[src/rtl/mu_seq.sv]
// mu_seq: issue/retire controller for a fixed-latency, free-running multiply unit.
//
// Requests are admitted on a valid/ready handshake only while a result FIFO
// slot is guaranteed (in-flight ops plus queued results below DEPTH), so a
// retiring result can never meet a full FIFO. A LAT-stage tag shift register
// follows each op through the multiplier; when its valid bit reaches the last
// stage, mu_res is captured with the destination tag into the result FIFO.
// Results are returned strictly in issue order.
//
// Ports:
//   clk, rst_n            clock, asynchronous active-low reset
//   flush                 synchronous kill of all in-flight and queued ops
//   req_valid/req_ready   request handshake
//   req_a, req_b          operands
//   req_mulctl            00 mul, 01 mulh, 10 mulhsu, 11 mulhu
//   req_rd                destination register tag
//   mu_a, mu_b, mu_mulctl operands/control to the multiply unit (0 when idle)
//   mu_res                multiply unit result
//   rsp_valid/rsp_ready   result handshake
//   rsp_data, rsp_rd      FIFO head result and destination tag
//   busy                  any op in flight or queued
module mu_seq #(
  parameter int unsigned LAT   = 8,
  parameter int unsigned DEPTH = 4,
  parameter int unsigned RDW   = 5
) (
  input  logic           clk,
  input  logic           rst_n,
  input  logic           flush,
  input  logic           req_valid,
  output logic           req_ready,
  input  logic [31:0]    req_a,
  input  logic [31:0]    req_b,
  input  logic [1:0]     req_mulctl,
  input  logic [RDW-1:0] req_rd,
  output logic [31:0]    mu_a,
  output logic [31:0]    mu_b,
  output logic [1:0]     mu_mulctl,
  input  logic [31:0]    mu_res,
  output logic           rsp_valid,
  input  logic           rsp_ready,
  output logic [31:0]    rsp_data,
  output logic [RDW-1:0] rsp_rd,
  output logic           busy
);

  localparam int unsigned PW = (DEPTH > 1) ? $clog2(DEPTH) : 1;
  localparam int unsigned CW = $clog2(DEPTH + 1);

  logic [LAT-1:0] tag_v;
  logic [RDW-1:0] tag_rd [LAT];

  logic [CW-1:0]  inflight;
  logic [CW-1:0]  fifo_count;
  logic [PW-1:0]  wr_ptr;
  logic [PW-1:0]  rd_ptr;
  logic [31:0]    mem_data [DEPTH];
  logic [RDW-1:0] mem_rd   [DEPTH];

  logic           accept;
  logic           retire;
  logic           rd_en;
  logic [CW:0]    credit_used;

  // Credits: every in-flight op already owns a FIFO slot.
  assign credit_used = {1'b0, inflight} + {1'b0, fifo_count};
  assign req_ready   = !flush && (credit_used < (CW+1)'(DEPTH));
  assign accept      = req_valid & req_ready;
  assign retire      = tag_v[LAT-1];

  assign mu_a      = accept ? req_a      : '0;
  assign mu_b      = accept ? req_b      : '0;
  assign mu_mulctl = accept ? req_mulctl : '0;

  assign rsp_valid = (fifo_count != '0);
  assign rd_en     = rsp_valid & rsp_ready;
  assign rsp_data  = mem_data[rd_ptr];
  assign rsp_rd    = mem_rd[rd_ptr];
  assign busy      = (inflight != '0) | (fifo_count != '0);

  // Tag pipeline, aligned with the multiply unit's internal stages.
  always_ff @(posedge clk or negedge rst_n) begin
    if (!rst_n) begin
      tag_v <= '0;
      for (int unsigned i = 0; i < LAT; i++) tag_rd[i] <= '0;
    end else begin
      if (flush) tag_v <= '0;
      else       tag_v <= {tag_v[LAT-2:0], accept};
      tag_rd[0] <= req_rd;
      for (int unsigned i = 1; i < LAT; i++) tag_rd[i] <= tag_rd[i-1];
    end
  end

  always_ff @(posedge clk or negedge rst_n) begin
    if (!rst_n)     inflight <= '0;
    else if (flush) inflight <= '0;
    else            inflight <= inflight + CW'(accept) - CW'(retire);
  end

  // Result FIFO. On a simultaneous read and write while full, wr_ptr equals
  // rd_ptr: the head being consumed is overwritten by the new tail at the
  // same edge, which keeps order since rd_ptr advances past it.
  always_ff @(posedge clk or negedge rst_n) begin
    if (!rst_n) begin
      wr_ptr     <= '0;
      rd_ptr     <= '0;
      fifo_count <= '0;
      for (int unsigned i = 0; i < DEPTH; i++) begin
        mem_data[i] <= '0;
        mem_rd[i]   <= '0;
      end
    end else if (flush) begin
      wr_ptr     <= '0;
      rd_ptr     <= '0;
      fifo_count <= '0;
    end else begin
      if (retire) begin
        mem_data[wr_ptr] <= mu_res;
        mem_rd[wr_ptr]   <= tag_rd[LAT-1];
        wr_ptr           <= wr_ptr + 1'b1;
      end
      if (rd_en) rd_ptr <= rd_ptr + 1'b1;
      fifo_count <= fifo_count + CW'(retire) - CW'(rd_en);
    end
  end

  no_retire_into_full: assert property (@(posedge clk) disable iff (!rst_n)
    !(retire && (fifo_count == CW'(DEPTH)) && !rd_en));

endmodule

[config.mk]
export PLATFORM = sky130hd
export DESIGN_NAME = mu_seq
export DESIGN_NICKNAME = d
export VERILOG_FILES = /design/src/rtl/mu_seq.sv
export SDC_FILE = /design/constraint.sdc
export NUM_CORES = 1
export LEC_CHECK = 0
export BUFFER_PORTS_ARGS = -buffer_cell sky130_fd_sc_hd__buf_2
export CORE_AREA = 2 2 122 136
export CTS_BUF_LIST = sky130_fd_sc_hd__clkbuf_4 sky130_fd_sc_hd__clkbuf_8 sky130_fd_sc_hd__clkbuf_16
export DETAILED_ROUTE_END_ITERATION = 12
export DIE_AREA = 0 0 124 138
export GPL_TIMING_DRIVEN = 1
export PLACE_DENSITY_LB_ADDON = 0.25
export SETUP_SLACK_MARGIN = 0.3
export SYNTH_ARGS = -nofsm -noshare
export SYNTH_HDL_FRONTEND = slang
export SYNTH_SLANG_ARGS = --single-unit
[constraint.sdc]
create_clock -name clk -period 6.7 [get_ports clk]
set_input_delay 1.675 -clock clk [delete_from_list [all_inputs] [get_ports clk]]
set_output_delay 1.675 -clock clk [all_outputs]
set_load 0.02 [all_outputs]
# [Word level (Yosys, flattened, before mapping)]
# Index checks and enable logic that the tools add are counted.
[word_totals] regBits=206
[classes] add_sub_neg=7 order_cmp=4 mux=22 n_bitwise=6 n_reduce_logical=8
[ops] operator="two-way mux 32 bit" n=5
[ops] operator="bitwise mux 128 bit" n=1
[ops] operator="binary-select mux 32 bit (select 2 bit)" n=1
[ops] operator="demux 32 bit (select 2 bit)" n=1
[ops] operator="bitwise mux 20 bit" n=1
[ops] operator="two-way mux 5 bit" n=3
[ops] operator="binary-select mux 5 bit (select 2 bit)" n=1
[ops] operator="demux 5 bit (select 2 bit)" n=1
[ops] operator="two-way mux 2 bit" n=5
[ops] operator="two-way mux 8 bit" n=1
[ops] operator="adder 3 x 1 -> 3 bit" n=2
[ops] operator="greater-or-equal comparator 3 bit (second input constant)" n=2
[ops] operator="two-way mux 3 bit" n=2
[ops] operator="NOT 2 -> 3 bit" n=2
[ops] operator="nonzero test 3 bit" n=2
[ops] operator="subtractor 3 x 1 -> 3 bit" n=2
[ops] operator="adder 2 x 1 -> 2 bit (second input constant)" n=2
[ops] operator="adder 3 x 3 -> 4 bit" n=1
[ops] operator="< comparator 4 x 3 -> 1 bit (second input constant)" n=1
[ops] operator="nonzero test 2 bit" n=2
[ops] operator="< comparator 3 x 1 -> 1 bit (second input constant)" n=1
[ops] operator="AND 1 bit" n=2
[ops] operator="logical AND 1 bit" n=2
[ops] operator="AND reduction 2 bit" n=1
[ops] operator="other kinds (3)" n=3

# [Longest topological paths before layout]
# Gate-level depths: netlist of run 1.
[depth] depth_word=7 mapped_depth=11 depth_no_buf=10

# [Worst setup path before layout of run 1]
# No wires, ideal clock.
[synth_timing] path_kind="input to output" startpoint="input flush" endpoint="output mu_b[15]" arrival_ps=2602 required_time_ps=5025 path_slack_ps=2423 path_stages=4 path_buffers=2 cell_sequence="nor4_4 -> buf_6 -> buf_6 -> and4_1"
[synth_via] elab_chain_len=4
[synth_lines] element="start, declared" line="29" text="input logic flush,"
[synth_lines] element="logical NOT 1 bit" line="67" text="assign req_ready = !flush && (credit_used < (CW+1)'(DEPTH));"
[synth_lines] element="logical AND 1 bit" line="67"
[synth_lines] element="AND 1 bit" line="68" text="assign accept = req_valid & req_ready;"
[synth_lines] element="two-way mux 32 bit" line="72" text="assign mu_b = accept ? req_b : '0;"
[synth_lines] element="end, declared" line="37" text="output logic [31:0] mu_b,"
# Every way passes these cells.

# [Worst setup path after layout of run 1]
[layout_timing] startpoint="input flush" endpoint="output mu_b[20]"
# The elaborated chain is that of the path after synthesis.

==> summary.md, run 1 <==
| Metric | Value |
|---|---|
| Status | `complete, no violations` |
| Number of synthesized flops with an enable pin | `0` |
| Port Buf Inserts | `213` |
| Longest Clk Path Bufs | `3` |
| Final setup violation count | `0` |
| # resized after CTS | `0` |
| Die footprint | `0.0171 mm²` |
| DP Worst Slack | `1.82 ns` |
| FF-to-FF setup slack | `3.75 ns` |
| Launch point of the worst path | `flush` |
| Die height | `138 µm` |
| Post-synth net total | `682` |
| Worst slew margin | `26.7%` |
| Top post-synthesis cells by count | `dfrtp_1 (206), mux2_2 (125), and4_1 (66)` |
| Num CTS Buffers | `22` |
| Post-synthesis cell type count | `28` |
| Post-route clock period utilization | `73.0%` |
| Routed Antenna Nets | `0` |
| 1st-iter DRT viols | `226` |
| Initial antenna violation count | `1` |
| Global route overflow | `0` |
| R2R Path Start | `fifo_count[2]` |
| TritonCTS clock tree | `done` |
| Global Route Usage Sum | `22.8%` |
| I/O Pins | `214` |
| Critical setup path kind | `input pin to primary output` |
| Setup Buffers After CTS | `0` |
| Min-delay src | `tag_rd[17]` |
| TritonRoute pass-1 iters | `4` |
| First-pass GRT wire length | `31000 µm` |
| Slowest stage delay, CP | `0.45 ns` |
| Count leader, synth | `dfrtp_1` |
| Worst-Margin Slew | `1.10 ns` |
| Yosys reg bits | `206` |
| WL/cell | `19.3 µm` |
| Cell mode on critical path | `buf_2` |
| Unrepaired setup endpoints after global routing | `false` |
| Clock transition at path regs | `0.06 ns` |
| Top cells by area, synth | `dfrtp_1 (57%), mux2_2 (16%), mux4_2 (9.2%)` |
| Dpl hpwl | `12300 µm` |
| Chip width | `124 µm` |
| Ratio of routed vias to standard cells | `5.67` |
| DRC viols | `0` |
| Synth Warn # | `0` |
| Post-Route WL | `19000 µm` |
| Setup Skew | `0.0151 ns` |
| Critical-path cell with the highest stage delay | `buf_4` |
| Yosys top cell by area | `dfrtp_1` |
| Main synth FF type | `dfrtp_1` |
| Max-cap viol count | `0` |
| Sequential element share of the synthesized area | `57.1%` |
| Top-area cell type share of the netlist area | `57.1%` |
| Peak supply drop | `220 µV` |
| Critical Path Sink Type | `primary output` |
| Clk_lat worst skew | `0.50 ns` |
| Setup TNS | `0 ns` |
| Pins Over Slew Limit | `0` |
| Root Buffer | `clkbuf_16` |
| Crit path DAT | `3.22 ns` |
| Post-CTS Hold Fix Bufs | `0` |
| Worst hold path type | `register to register` |
| Mapped Area | `0.00903 mm²` |
| Cells after synthesis | `562` |
| Cells along the critical path | `buf_2, nor4_4, buf_4, and4_1, buf_2` |
| Fin. Hold Viols | `0` |
| CP Launch Type | `input pin` |
| Num rows | `49` |
| Area delta synth->final | `20.3%` |
| H-tree Lvls | `1` |
| Core area | `0.0159 mm²` |
| Critical Path RT | `5.03 ns` |
| TritonCTS Sinks | `206` |
| Reg-to-Reg End | `inflight[2]` |
| Ys async rst share | `100%` |
| Initial core utilization | `56.7%` |
| Share of cells above drive strength 1 | `55.0%` |
| Hold Path Depth | `0` |
| Vias post-DR | `5564` |
| Placer Congestion | `0.820` |
| Setup WS post-layout | `1.81 ns` |
| Leakage power | `5.77 nW` |
| Reg2Reg Depth | `11` |
| Fmax | `0.204 GHz` |
| Power Density | `278 mW/mm²` |
| Nets@finish | `880` |
| Largest net degree at the start of global routing | `88` |
| Min Tclk post-route | `4.89 ns` |
| Avg Inst Size Synth | `16.1 µm²` |
| Hold EP | `tag_rd[12]` |
| Number of global-route vias before repair | `6008` |
| Max FO, Critical Path | `69` |
==> state kept, by name, summed over array words and instances, names as in the netlist <==
name and count:
fifo_count 3, inflight 3, mem_data 128, mem_rd 20, rd_ptr 2, tag_rd 40, tag_v 8, wr_ptr 2
==> worst max-delay path, delay by kind of cell <==
family | cells | cell delay (ns)
buf+inv | 3 | 0.87
simple gates | 2 | 0.64
==> through the flow <==
step                std cells  utilization (%)  total power [mW]  area, µm²  hold WS [ns]
floorplan                 562                -              1.66       9030         0.331
global route              981             68.2              3.15      10900         0.354
CTS                       980             68.2              3.06      10900         0.348
global placement          940             63.5              1.80      10100         0.333
detailed placement        940             63.5              1.82      10100         0.335
finish                    981             68.2              3.02      10900         0.346
==> area by class of cell <==
| cell class | instances | area, µm² |
|---|---|---|
| clock inverters | 9 | 110 |
| clock buffers | 31 | 643 |
| inverters | 7 | 26.3 |
| well taps | 204 | 255 |
| fillers | 1100 | 5070 |
| flip-flops and latches | 206 | 5160 |
| diodes | 1 | 2.50 |
| multi-input cells | 301 | 3530 |
| repair buffers | 222 | 1140 |
==> cells in the final DEF, fill, tap and decap left out, types with 8 or more instances in the layout <==
| cell type | synthesis | final |
|---|---|---|
| mux4_2 | 37 | 37 |
| nor2_1 | 8 | 8 |
| and4_1 | 66 | 66 |
| ha_1 | 10 | 10 |
| buf_2 | 7 | 212 |
| mux2_2 | 125 | 125 |
| buf_4 | 5 | 9 |
| mux2_1 | 25 | 25 |
| dfrtp_1 | 206 | 204 |
| clkbuf_16 | 0 | 22 |
| nor2b_1 | 11 | 11 |
==> cells by family after synthesis <==
kind of cell    after synthesis  share of synthesized area, %
compound gates                2                         0.194
mux                         188                          28.0
flops                       206                          57.1
fa+ha+maj                    12                          1.83
xor+xnor                      3                         0.596
buf+inv                      55                          3.82
simple gates                 96                          8.46
==> worst max-delay path by stage <==
stage                          end  slack, ns  depth (start not counted)
final                     mu_b[20]       1.81                          5
after global routing      mu_b[20]       1.67                          5
after CTS                 mu_b[20]       1.82                          5
after detailed placement  mu_b[20]       1.82                          5
after global placement    mu_b[20]       1.93                          5
after floorplan           mu_b[15]       2.42                          4
==> report_power, final <==
| part | switching, mW | leakage [nW] | total, mW | internal (mW) |
|---|---|---|---|---|
| Sequential | 0.0594 | 2.78 | 1.34 | 1.28 |
| Combinational | 0.257 | 2.61 | 0.457 | 0.200 |
| Clock | 0.474 | 0.382 | 1.22 | 0.751 |
| Total | 0.791 | 5.77 | 3.02 | 2.23 |
==> layer usage <==
metal	vias to the layer above	GRT usage [%]	part of all wire (%)
met5	-	0	0
met4	0	4.08	1.5
met3	28	4.25	5.3
met2	172	38.7	51
met1	2862	31.3	42
li1	2502	-	-
Power figures use the tool's default switching activity.
==> inputs of run 2 (changes only) <==
- CORE_AREA: 2 2 122 136 -> 2 2 127 141
- DIE_AREA: 0 0 124 138 -> 0 0 129 143
- clock period: 6.7 -> 4.52 ns (I/O delays scaled with it)
==> run 2 against run 1 <==
  * Clock skew down 0.0085 ns
  * Sequential power rose by 49%
  * Setup slack worse by 1.0 ns
  * Critical path depth did not move
  * Via count is 0.66% lower
  * Largest power group unchanged
  * Highest routed layer is now met5
==> summary.md, run 2 (synthesis results as in run 1) <==
| Metric | Value |
|---|---|
| Root Buffer | `clkbuf_16` |
| DRC viols | `0` |
| Nets@finish | `881` |
| # resized after CTS | `0` |
| Fin. Hold Viols | `0` |
| Core area | `0.0170 mm²` |
| Worst-Margin Slew | `1.07 ns` |
| Global Route Usage Sum | `20.6%` |
| Global route overflow | `0` |
| CP Launch Type | `input pin` |
| Setup TNS | `0 ns` |
| R2R Path Start | `fifo_count[2]` |
| Vias post-DR | `5527` |
| Die footprint | `0.0184 mm²` |
| Number of global-route vias before repair | `5964` |
| Cells along the critical path | `buf_2, nor4_4, buf_4, and4_1, buf_2` |
| Critical setup path kind | `input pin to primary output` |
| Area delta synth->final | `19.7%` |
| Delay-heaviest family, CP | `buffers and inverters` |
| Initial antenna violation count | `2` |
| TritonCTS clock tree | `done` |
| Routed Antenna Nets | `0` |
| Initial core utilization | `53.3%` |
| Num CTS Buffers | `21` |
| Most common cell after layout, fill and taps aside | `buf_2` |
| Worst hold path type | `register to register` |
| Hold EP | `tag_rd[3]` |
| 1st-iter DRT viols | `241` |
| Largest Register | `mem_data` |
| Chip width | `129 µm` |
| TritonRoute pass-1 iters | `4` |
| Post-Route WL | `19000 µm` |
| Critical Path Sink Type | `primary output` |
| Die height | `143 µm` |
| Pins Over Slew Limit | `0` |
| Critical Path RT | `3.39 ns` |
| Max-cap viol count | `0` |
| Placer Congestion | `0.765` |
| Leakage power | `5.72 nW` |
| Peak supply drop | `306 µV` |
| Ratio of routed vias to standard cells | `5.48` |
| Unrepaired setup endpoints after global routing | `false` |
| FF-to-FF setup slack | `1.59 ns` |
| Reg-to-Reg End | `inflight[2]` |
| Slowest stage delay, CP | `0.45 ns` |
| Setup Buffers After CTS | `0` |
| Setup Skew | `0.00654 ns` |
| Final setup violation count | `0` |
| Max FO, Critical Path | `69` |
| WL/cell | `18.8 µm` |
| Post-route clock period utilization | `82.9%` |
| Reg2Reg Depth | `11` |
| Min Tclk post-route | `3.75 ns` |
| Dpl hpwl | `12300 µm` |
| Largest regs | `mem_data: 128 flops, tag_rd: 40 flops, mem_rd: 20 flops` |
| Fill count | `1251` |
| Critical-path cell with the highest stage delay | `buf_4` |
| First-pass GRT wire length | `29900 µm` |
| I/O Pins | `214` |
| Most frequent cells in the layout | `buf_2 (212), dfrtp_1 (204), mux2_2 (125)` |
| Post-CTS Hold Fix Bufs | `0` |
| Status | `complete, no violations` |
| Share of cells above drive strength 1 | `54.9%` |
| Longest Clk Path Bufs | `3` |
| Clk_lat worst skew | `0.49 ns` |
| Largest net degree at the start of global routing | `104` |
| Max reg flops | `128` |
| Clock transition at path regs | `0.06 ns` |
| H-tree Lvls | `1` |
| Fmax | `0.267 GHz` |
| CP Buf/Inv Count | `3` |
| Worst slew margin | `28.7%` |
| Fin util | `63.8%` |
| Cell mode on critical path | `buf_2` |
| Hold Path Depth | `0` |
| Crit path DAT | `2.62 ns` |
| Port Buf Inserts | `213` |
| Min-delay src | `tag_rd[8]` |
| Power Density | `394 mW/mm²` |
| TritonCTS Sinks | `206` |
| Num rows | `50` |
[run 2: cell types whose count changed in the layout (fill, tap and decap cells not counted), sizes merged]
cell    before  now
buf        221  223
clkbuf      32   33
clkinv       6    2
bufinv       2    0
[run 2: worst max path at each step]
stage / slack (ns) / depth (start not counted) / startpoint / to
floorplan: 1.33 / 4 / flush / mu_b[15]
global placement: 0.89 / 5 / flush / mu_a[9]
detailed placement: 0.80 / 5 / flush / mu_b[7]
CTS: 0.80 / 5 / flush / mu_b[7]
global route: 0.63 / 5 / flush / mu_b[7]
finish: 0.77 / 5 / flush / mu_b[7]
[run 2: worst register-to-register path: stages (launching register included)]
cell and delay [ns]:
dfrtp_1 0.43, ha_1 0.34, nor4_4 0.26, buf_4 0.45, nand3_1 0.15, ha_1 0.32
inv_1 0.06, ha_1 0.13, inv_1 0.05, fa_1 0.36, xnor3_1 0.21, nor2_1 0.04
[run 2: layout make-up]
type | count | area, µm² | area share (%)
Inverter | 7 | 26.3 | 0.243
Sequential cell | 206 | 5160 | 47.7
Clock buffer | 32 | 627 | 5.80
Antenna cell | 1 | 2.50 | 0.0231
Tap cell | 234 | 293 | 2.71
Multi-Input combinational cell | 301 | 3530 | 32.7
Timing Repair Buffer | 224 | 1160 | 10.7
Clock inverter | 3 | 18.8 | 0.174
[run 2: report_power, final]
group	internal (mW)	switching, mW
clock network	0.953	0.651
logic	0.300	0.362
registers	1.89	0.0959
total	3.15	1.11
[run 2: per-layer routing]
metal	part of all wire [%]	GRT usage, %	vias to the layer above
met5	0.084	0	-
met4	1.7	5.61	2
met3	5.4	3.63	30
met2	54	37.0	175
met1	39	25.7	2822
li1	-	-	2498
[run 2: stage by stage]
step | setup slack [ns] | cells | cell area [µm²] | power (mW) | hold slack, ns
5_1_grt | 0.631 | 1007 | 10800 | 4.46 | 0.355
2_1_floorplan | 1.33 | 562 | 9030 | 2.45 | 0.331
3_5_place_dp | 0.796 | 972 | 10200 | 2.70 | 0.335
4_1_cts | 0.796 | 1007 | 10800 | 4.33 | 0.345
3_3_place_gp | 0.888 | 972 | 10200 | 2.68 | 0.332
6_report | 0.775 | 1008 | 10800 | 4.26 | 0.342
